$ cat src/rtl/cube_pkg.sv
// Shared definitions for the cube matrix-engine sequencer.
//   - default loop-counter, address and pipe-latency widths
//   - sequencer state encoding
//   - tile-tag layout helpers for the tracking pipe
package cube_pkg;

   localparam int CNT_W_DEFAULT    = 8;
   localparam int ADDR_W_DEFAULT   = 16;
   localparam int PIPE_LAT_DEFAULT = 3;

   typedef enum logic [1:0] {
      ST_IDLE  = 2'd0,
      ST_RUN   = 2'd1,
      ST_DRAIN = 2'd2,
      ST_DONE  = 2'd3
   } seq_state_t;

   // Tile tag is {valid, first, last, m, n}. The valid bit travels on its own
   // so it can be cleared by reset; the rest is the payload {first, last, m, n}
   // with n in the least-significant bits.
   localparam int TAG_FLAG_W = 2;

   function automatic int tag_payload_w(input int cnt_w);
      return TAG_FLAG_W + 2 * cnt_w;
   endfunction

   function automatic int tag_w(input int cnt_w);
      return 1 + tag_payload_w(cnt_w);
   endfunction

endpackage

$ cat src/rtl/cube_tag_pipe.sv
// Tile-tag shift register that mirrors the operand-buffer plus cube latency.
// Ports:
//   clock       rising-edge clock
//   rst         async active-high reset, clears valid bits only
//   in_valid    tile issued this cycle
//   in_payload  {first, last, m, n} of the issued tile
//   valid_vec   valid bit of every stage, index 0 is the youngest
//   out_payload payload of the oldest stage
module cube_tag_pipe
   import cube_pkg::*;
#(
   parameter int DEPTH = PIPE_LAT_DEFAULT,
   parameter int PAY_W = tag_payload_w(CNT_W_DEFAULT)
) (
   input  logic             clock,
   input  logic             rst,
   input  logic             in_valid,
   input  logic [PAY_W-1:0] in_payload,
   output logic [DEPTH-1:0] valid_vec,
   output logic [PAY_W-1:0] out_payload
);

   logic [DEPTH-1:0] valid_q;
   logic [PAY_W-1:0] pay_q [DEPTH];

   // The cube has no enable, so the pipe shifts every cycle.
   always_ff @(posedge clock or posedge rst) begin
      if (rst) begin
         valid_q <= '0;
      end else begin
         valid_q[0] <= in_valid;
         for (int i = 1; i < DEPTH; i++) begin
            valid_q[i] <= valid_q[i-1];
         end
      end
   end

   // Payload is qualified by valid downstream, so it needs no reset.
   always_ff @(posedge clock) begin
      pay_q[0] <= in_payload;
      for (int i = 1; i < DEPTH; i++) begin
         pay_q[i] <= pay_q[i-1];
      end
   end

   assign valid_vec   = valid_q;
   assign out_payload = pay_q[DEPTH-1];

endmodule

$ cat src/rtl/cube_seq_ctrl.sv
// Sequencer for the 8x8x8 cube matrix engine. Walks the M x N x K tile loop
// nest (k innermost, then n, then m), issues one A/B tile-pair read per
// un-stalled cycle and tags each tile through the buffer-plus-cube latency so
// the accumulator sideband lines up with acc_out.
//
// state | meaning
// ------+-----------------------------------------------------------
// IDLE  | waiting for start; cfg checked and latched here
// RUN   | issuing tiles, one per cycle unless stalled
// DRAIN | all tiles issued, waiting for the tag pipe to empty
// DONE  | one-cycle done pulse, back to IDLE
//
// Ports:
//   clock, rst             clock and async active-high reset
//   start                  command pulse, sampled only in IDLE
//   cfg_m/cfg_n/cfg_k      tile counts, all must be nonzero
//   stall                  suppress issue this cycle
//   busy, done, cfg_err    job status
//   a_rd_en/a_rd_addr      pixel buffer read (m*cfg_k + k)
//   b_rd_en/b_rd_addr      weight buffer read (n*cfg_k + k)
//   acc_valid/first/last   accumulator control aligned with acc_out
//   acc_m/acc_n            coordinates of the aligned tile
module cube_seq_ctrl
   import cube_pkg::*;
#(
   parameter int CNT_W    = CNT_W_DEFAULT,
   parameter int ADDR_W   = ADDR_W_DEFAULT,
   parameter int PIPE_LAT = PIPE_LAT_DEFAULT
) (
   input  logic              clock,
   input  logic              rst,
   input  logic              start,
   input  logic [CNT_W-1:0]  cfg_m,
   input  logic [CNT_W-1:0]  cfg_n,
   input  logic [CNT_W-1:0]  cfg_k,
   input  logic              stall,
   output logic              busy,
   output logic              done,
   output logic              cfg_err,
   output logic              a_rd_en,
   output logic [ADDR_W-1:0] a_rd_addr,
   output logic              b_rd_en,
   output logic [ADDR_W-1:0] b_rd_addr,
   output logic              acc_valid,
   output logic              acc_first,
   output logic              acc_last,
   output logic [CNT_W-1:0]  acc_m,
   output logic [CNT_W-1:0]  acc_n
);

   localparam int PAY_W = tag_payload_w(CNT_W);

   // Every stage except the oldest. When these are empty in DRAIN, the pipe is
   // empty after this edge, which puts done exactly PIPE_LAT+1 after the last
   // issue.
   localparam logic [PIPE_LAT-1:0] EARLY_MASK = {PIPE_LAT{1'b1}} >> 1;

   seq_state_t state, state_nxt;

   logic issue;
   logic load_cfg;
   logic cfg_zero;
   logic k_wrap, n_wrap, m_wrap, is_last_tile;
   logic pipe_early_empty;
   logic cfg_err_q;

   logic [CNT_W-1:0]  cfg_m_q, cfg_n_q, cfg_k_q;
   logic [CNT_W-1:0]  m_q, n_q, k_q;
   logic [ADDR_W-1:0] a_base_q, b_base_q;
   logic [ADDR_W-1:0] k_ext, cfg_k_ext;

   logic [PIPE_LAT-1:0] valid_vec;
   logic [PAY_W-1:0]    tag_in, tag_out;

   assign cfg_zero = (cfg_m == '0) || (cfg_n == '0) || (cfg_k == '0);

   assign k_wrap       = (k_q == cfg_k_q - CNT_W'(1));
   assign n_wrap       = (n_q == cfg_n_q - CNT_W'(1));
   assign m_wrap       = (m_q == cfg_m_q - CNT_W'(1));
   assign is_last_tile = k_wrap && n_wrap && m_wrap;

   assign pipe_early_empty = ((valid_vec & EARLY_MASK) == '0);

   always_ff @(posedge clock or posedge rst) begin
      if (rst) begin
         state <= ST_IDLE;
      end else begin
         state <= state_nxt;
      end
   end

   always_comb begin
      state_nxt = state;
      issue     = 1'b0;
      load_cfg  = 1'b0;
      case (state)
         ST_IDLE: begin
            if (start && !cfg_zero) begin
               load_cfg  = 1'b1;
               state_nxt = ST_RUN;
            end
         end
         ST_RUN: begin
            if (!stall) begin
               issue = 1'b1;
               if (is_last_tile) begin
                  state_nxt = ST_DRAIN;
               end
            end
         end
         ST_DRAIN: begin
            if (pipe_early_empty) begin
               state_nxt = ST_DONE;
            end
         end
         ST_DONE: begin
            state_nxt = ST_IDLE;
         end
         default: begin
            state_nxt = ST_IDLE;
         end
      endcase
   end

   // Incremental addressing: a_base steps by cfg_k per n-wrap, b_base steps by
   // cfg_k per k-wrap and restarts at every n-wrap. No multipliers needed.
   assign k_ext     = ADDR_W'(k_q);
   assign cfg_k_ext = ADDR_W'(cfg_k_q);

   always_ff @(posedge clock or posedge rst) begin
      if (rst) begin
         cfg_err_q <= 1'b0;
         cfg_m_q   <= '0;
         cfg_n_q   <= '0;
         cfg_k_q   <= '0;
         m_q       <= '0;
         n_q       <= '0;
         k_q       <= '0;
         a_base_q  <= '0;
         b_base_q  <= '0;
      end else begin
         cfg_err_q <= (state == ST_IDLE) && start && cfg_zero;
         if (load_cfg) begin
            cfg_m_q  <= cfg_m;
            cfg_n_q  <= cfg_n;
            cfg_k_q  <= cfg_k;
            m_q      <= '0;
            n_q      <= '0;
            k_q      <= '0;
            a_base_q <= '0;
            b_base_q <= '0;
         end else if (issue) begin
            if (k_wrap) begin
               k_q <= '0;
               if (n_wrap) begin
                  n_q      <= '0;
                  b_base_q <= '0;
                  a_base_q <= a_base_q + cfg_k_ext;
                  m_q      <= m_wrap ? '0 : m_q + CNT_W'(1);
               end else begin
                  n_q      <= n_q + CNT_W'(1);
                  b_base_q <= b_base_q + cfg_k_ext;
               end
            end else begin
               k_q <= k_q + CNT_W'(1);
            end
         end
      end
   end

   assign tag_in = {(k_q == '0), k_wrap, m_q, n_q};

   cube_tag_pipe #(
      .DEPTH (PIPE_LAT),
      .PAY_W (PAY_W)
   ) u_tag_pipe (
      .clock       (clock),
      .rst         (rst),
      .in_valid    (issue),
      .in_payload  (tag_in),
      .valid_vec   (valid_vec),
      .out_payload (tag_out)
   );

   assign busy    = (state == ST_RUN) || (state == ST_DRAIN);
   assign done    = (state == ST_DONE);
   assign cfg_err = cfg_err_q;

   // Addresses are held at zero when no read is issued so idle buses stay quiet.
   assign a_rd_en   = issue;
   assign b_rd_en   = issue;
   assign a_rd_addr = issue ? (a_base_q + k_ext) : '0;
   assign b_rd_addr = issue ? (b_base_q + k_ext) : '0;

   // Payload flops have no reset, so sideband is qualified by the valid bit.
   assign acc_valid = valid_vec[PIPE_LAT-1];
   assign acc_first = acc_valid & tag_out[PAY_W-1];
   assign acc_last  = acc_valid & tag_out[PAY_W-2];
   assign acc_m     = acc_valid ? tag_out[2*CNT_W-1:CNT_W] : '0;
   assign acc_n     = acc_valid ? tag_out[CNT_W-1:0] : '0;

endmodule

$ cat config.mk
export PLATFORM = sky130hd
export DESIGN_NAME = cube_seq_ctrl
export DESIGN_NICKNAME = d
export VERILOG_FILES = /design/src/rtl/cube_pkg.sv /design/src/rtl/cube_tag_pipe.sv /design/src/rtl/cube_seq_ctrl.sv
export SDC_FILE = /design/constraint.sdc
export NUM_CORES = 1
export LEC_CHECK = 0
export BUFFER_PORTS_ARGS = -buffer_cell sky130_fd_sc_hd__buf_2
export CORE_MARGIN = 3
export CORE_UTILIZATION = 25
export DETAILED_ROUTE_END_ITERATION = 7
export PLACE_DENSITY = 0.49
export SYNTH_ARGS = -nofsm -noshare
export SYNTH_HDL_FRONTEND = slang
export SYNTH_SLANG_ARGS = --single-unit
$ cat constraint.sdc
create_clock -name clock -period 4.2 [get_ports clock]
set_clock_uncertainty 0.05 [all_clocks]
set_input_delay 0.84 -clock clock [delete_from_list [all_inputs] [get_ports clock]]
set_output_delay 0.84 -clock clock [all_outputs]
set_load 0.02 [all_outputs]
After elaboration in Yosys (flattened, before gate mapping)
Memories as Yosys holds them, arrays and structs flattened. Index checks and enable logic that the tools add are counted.

$add $sub $neg: 10. $mul: 0. Divide/modulo/power cells: 0. Magnitude comparators: 0. Equality and inequality tests: 10. Shift operators: 0. Muxes and demuxes: 33. Bitwise gates (word level): 2. Reductions and logical operators: 21.

Operators with widths (number): $mux 16 (10); $mux 8 (14); $add 16x8->16 (4); $logic_not 8->1 (4); $add 8x1->8 const B (3); $eq 8x8->1 (3); $sub 8x1->8 const B (3); $mux 2 (4); $ne 2x2->1 const B (4); $pmux 2 s4 (1); $reduce_bool 2->1 (3); $logic_and 1x1->1 (5); $eq 2x2->1 const B (2); $mux 1 (4); $reduce_and 4->1 (1); $logic_not 3->1 (1); $logic_or 1x1->1 (3); $reduce_and 3->1 (1); $and 1x1->1 (2); $eq 2x1->1 const B (1); $logic_not 2->1 (1); $reduce_and 2->1 (1); $logic_not 1->1 (1).

Register bits: 86. Latch bits: 0. Bits in writable memories: 54. ROM bits: 0. Output and inout bits: 56. Word-level logic and storage cells: 88. Memories: 1.

Memories: u_tag_pipe.pay_q (depth 3, bits a word 18, read ports 3, clocked after Yosys merged registers in 0, write ports 3, RTL line cube_tag_pipe.sv:24) `logic [PAY_W-1:0] pay_q [DEPTH];`.

Logic depth before layout (Yosys ltp)
Depth after elaboration: 9. Gate-level depth with buffers: 10. Gate-level depth less buffers: 10.

Modules after synthesis
From an unflattened synthesis, not the netlist that was laid out.

Cells, all modules: 916. Area, all modules: 8309.2 µm².

By module, submodules not included: cube_seq_ctrl (times used 1, cells each 840, area an instance 7014.2 µm², sequential area each 2077.0 µm²); cube_tag_pipe (times used 1, cells each 76, area an instance 1295.0 µm², sequential area each 1156.1 µm²).

Worst setup path after synthesis
No wires, ideal clock.

Path type: reg2out. Start: register k_q[0]. End: output port a_rd_addr[8]. Arrival: 2845 ps. Required time: 3310 ps. Setup slack: 465 ps. Stages on the path, launching flop included: 9. Path buffers: 0. Path through: dfrtp_1 > ha_1 > fa_1 > a21o_1 > a21oi_1 > o21bai_1 > a2111oi_0 > o21ai_0 > a21oi_1.

Word-level cells in the longest chain between the ends: 2.

Ends and longest elaborated chain: from (decl) (RTL line cube_seq_ctrl.sv:68) `logic [CNT_W-1:0] m_q, n_q, k_q;`; from (signal assigned) (RTL line cube_seq_ctrl.sv:165) `k_q <= k_q + CNT_W'(1);`; $add 16x8->16 (RTL line cube_seq_ctrl.sv:192) `assign a_rd_addr = issue ? (a_base_q + k_ext) : '0;`; $mux 16 (RTL line cube_seq_ctrl.sv:192); to (decl) (RTL line cube_seq_ctrl.sv:41) `output logic [ADDR_W-1:0] a_rd_addr,`.

No other way between the ends.

Worst setup path in the final report
Start: register k_q[0]. End: output port b_rd_addr[14].

Word-level cells in the longest chain between the ends: 2.

Ends and longest elaborated chain: $add 16x8->16 (RTL line cube_seq_ctrl.sv:193) `assign b_rd_addr = issue ? (b_base_q + k_ext) : '0;`; $mux 16 (RTL line cube_seq_ctrl.sv:193); to (decl) (RTL line cube_seq_ctrl.sv:43) `output logic [ADDR_W-1:0] b_rd_addr,`.

No other way between the ends.

==> results by group <==
Outcome
  – Status: finished clean

Timing
  – Final Slew Violations: 0
  – Rel. slew slack: a little over a third
  – Hold_ws: 0.271 ns
  – RSZ-0062 raised after global routing: false
  – Fin crit period: ~4 ns
  – Worst slew pin tran: ~0.95 ns
  – Final setup vio count: 0
  – Sum Neg Setup Slack: 0 ns
  – Fmax: 0.249 GHz
  – Hold Vio Cnt, Final: 0
  – Period utilisation layout: a little over nine tenths

Final layout
  – Layout cell share with drive strength beyond 1: 15.6%
  – Final core occ: around 31%
  – Fillers: between 3000 and 4000
  – Filler-free cell count of the finished design: 1332
  – Final layout net count: 1005
  – Number of diodes: 0
  – Area grow syn2layout: 20.2%
  – Design area: just over 9000 um^2

Power
  – Reg power frac: 32.5%
  – VDD IR max: 310 uV
  – Switching Fraction: 43.2%
  – Psw: about 2900 uW
  – Clk network pwr share: 23.3%
  – Pwr Density: roughly 730 nW/um^2
  – Internal power consumption: approximately 3800 uW
  – Combinational Power Share: 44.2%
  – Leakage: around 0.0042 uW

Place
  – Post-DP HPWL: between 10 and 15 mm
  – IO buf count: 83
  – Placer Congestion: a little under 0.8
  – DP Cell Count: 1300
  – Cell Area, Placed: around 8500 um^2

Clock tree
  – TritonCTS clock tree: done
  – Post-CTS Setup Bufs: 0
  – CTS root buffer: clkbuf_16
  – Clock Path Buffers: 2
  – Clock latency on the worst-skew pair: 0.42 ns
  – Sink Count: 140
  – TritonCTS buffer count: 17
  – Htree depth: 4
  – Clock slew at the register clock pins of the worst setup and hold paths: about 0.07 ns

Critical path
  – CP Cell Sequence: ha_1 > fa_1 > a21o_1 > a21oi_1 > o21bai_1 > a2111o_1 > nand2_1 > o21ai_0 > a21oi_1 > buf_2
  – Worst EP required: between 3 and 4 ns
  – Most used cell, CP: a21oi_1
  – Delay of the slowest critical-path stage: approximately 0.46 ns
  – CP max-delay cell: dfrtp_2
  – Crit-path max FO: 6
  – Crit Path Class: register to output port
  – Crit. End Element: output port
  – Critical Path AT: 3.13 ns
  – CP Launch Type: register

Die
  – Die Ht: ~180 um
  – Die W: 181 um
  – Total die area: 32600 um^2
  – Core Footprint: 29900 um^2
  – Rows: 63
  – Initial core utilization: around 26%
  – I/O pin count: 84

Synth
  – #FFs+latches synth: 140
  – Ys async rst share: 61.4%
  – Share of the synthesized area in the top cell type: between 20 and 30%
  – Cell taking the most area after synthesis: dfrtp_1
  – Synthesized cell area: roughly 7600 um^2
  – Number of synthesized flops with an enable pin: 0
  – Seq/Total Area, Yosys: approximately 42%
  – Syn Nets: 920
  – Syn_area_per_cell: ~9.0 um^2
  – Netlist cell types: 62
  – Post-synth top cells: nand2_1 (98), dfrtp_1 (86), o21ai_0 (60), nor2_1 (59), dfxtp_1 (54)
  – Most common cell in the netlist: nand2_1
  – Synth area leaders: dfrtp_1 (28%), dfxtp_1 (14%), ha_1 (7.2%)
  – Main synth FF type: dfrtp_1
  – Cells after Synth: ~840
  – Ys Warns: 0

Route
  – DRT Wirelength: between 20 and 25 mm
  – Post-route ant nets: 0
  – Routed WL per cell: 15.2 um
  – First drt pass iteration count: 4
  – Via count: 6300
  – Initial DRC count: 241
  – Remaining DRCs: 0
  – Via/cell ratio: roughly 4.7

GRT
  – Vias in the first global route: between 6000 and 7000
  – Initial antenna violation count: 0
  – First-pass GRT wire length: ~34 mm
  – Gr ovfl total: 0
  – GRT Total Usage: 12.7%
  – Pin count of the biggest net entering global routing: between 50 and 60

Hold path
  – HP Class: register to register

Flow run
  – Max cap viols: 0
[power by group through the flow]
stage | Combinational (uW) | Sequential (uW) | Clock, uW
6_report | 2960 | 2170 | 1560
5_1_grt | 3350 | 2240 | 1670
4_1_cts | 2940 | 2180 | 1610
3_5_place_dp | 2910 | 2210 | 0
3_3_place_gp | 2890 | 2200 | 0
2_1_floorplan | 2260 | 2040 | 0
[layout make-up]
class	instances	area [um^2]	area share (%)
Timing Repair Buffer	95	505	5.51
Sequential cell	140	3240	35.3
Clock buffer	17	425	4.64
Multi-Input combinational cell	631	4150	45.3
Tap cell	390	488	5.32
Inverter	44	166	1.82
Clock inverter	15	193	2.10
[stage by stage]
stage          setup WS, ns  power (uW)
6_report              0.182        6690
3_3_place_gp          0.529        5090
3_5_place_dp          0.494        5110
2_1_floorplan         0.465        4300
5_1_grt             0.00397        7260
4_1_cts             0.00458        6730
[state kept, by name (all words and copies together), names as in the netlist]
name,cells
cfg_m_q,8
state,2
a_base_q,16
k_q,8
n_q,8
b_base_q,16
cfg_n_q,8
u_tag_pipe.pay_q,54
cfg_err,1
cfg_k_q,8
u_tag_pipe.valid_vec,3
m_q,8
[repair_timing]
| action | CTS | global route |
|---|---|---|
| resized for setup | 0 | 8 |
| setup endpoints to repair | 0 | 14 |
| hold buffers | 0 | 0 |
[layout by cell type, fill, tap and decap left out, drive strengths merged, types with 17 or more instances in the layout]
cell,Yosys,final
xnor2,24,24
dfxtp,54,54
clkbuf,23,17
nand2,98,98
ha,44,44
nor2,59,59
and2,24,24
o21ai,60,60
a21oi,40,40
nand3,28,28
a31oi,19,19
nor3,27,27
xor2,28,28
buf,6,95
inv,44,53
dfrtp,86,86
[worst max-delay path: cells and delay by family (launching register included)]
kind | cells | cell delay [ns]
AND/OR/NAND/NOR | 1 | 0.17
flip-flops | 1 | 0.46
AO/OA/AOI/OAI | 6 | 1.22
adder cells (fa/ha/maj) | 2 | 0.67
buffers and inverters | 1 | 0.18
[worst paths after layout]
kind	start	slack, ns	to	cells after the start
max	k_q[0]	0.18	b_rd_addr[14]	10
min	u_tag_pipe.pay_q[0][33]	0.27	u_tag_pipe.pay_q[0][51]	0
max reg2reg	cfg_k_q[1]	1.06	m_q[7]	8
min reg2reg	u_tag_pipe.pay_q[0][33]	0.27	u_tag_pipe.pay_q[0][51]	0
max in group asynchronous	rst	2.74	k_q[1]	3
min in group asynchronous	rst	0.46	m_q[4]	2
[per-layer routing]
metal | wire (um) | vias up | GRT usage (%)
met1 | 10500 | 2980 | 18.3
li1 | - | 3202 | -
met2 | 8870 | 110 | 19.5
met4 | 140 | 0 | 2.36
met3 | 772 | 8 | 2.89
met5 | 0 | - | 0
[cells by family after synthesis]
family                   share of synthesized area, %
buffers and inverters                            3.69
XOR/XNOR                                         6.56
AND/OR/NAND/NOR                                  20.4
AO/OA/AOI/OAI                                    18.2
flip-flops                                       42.4
multiplexers                                    0.525
adder cells (fa/ha/maj)                          8.27
Power figures use the tool's default switching activity.
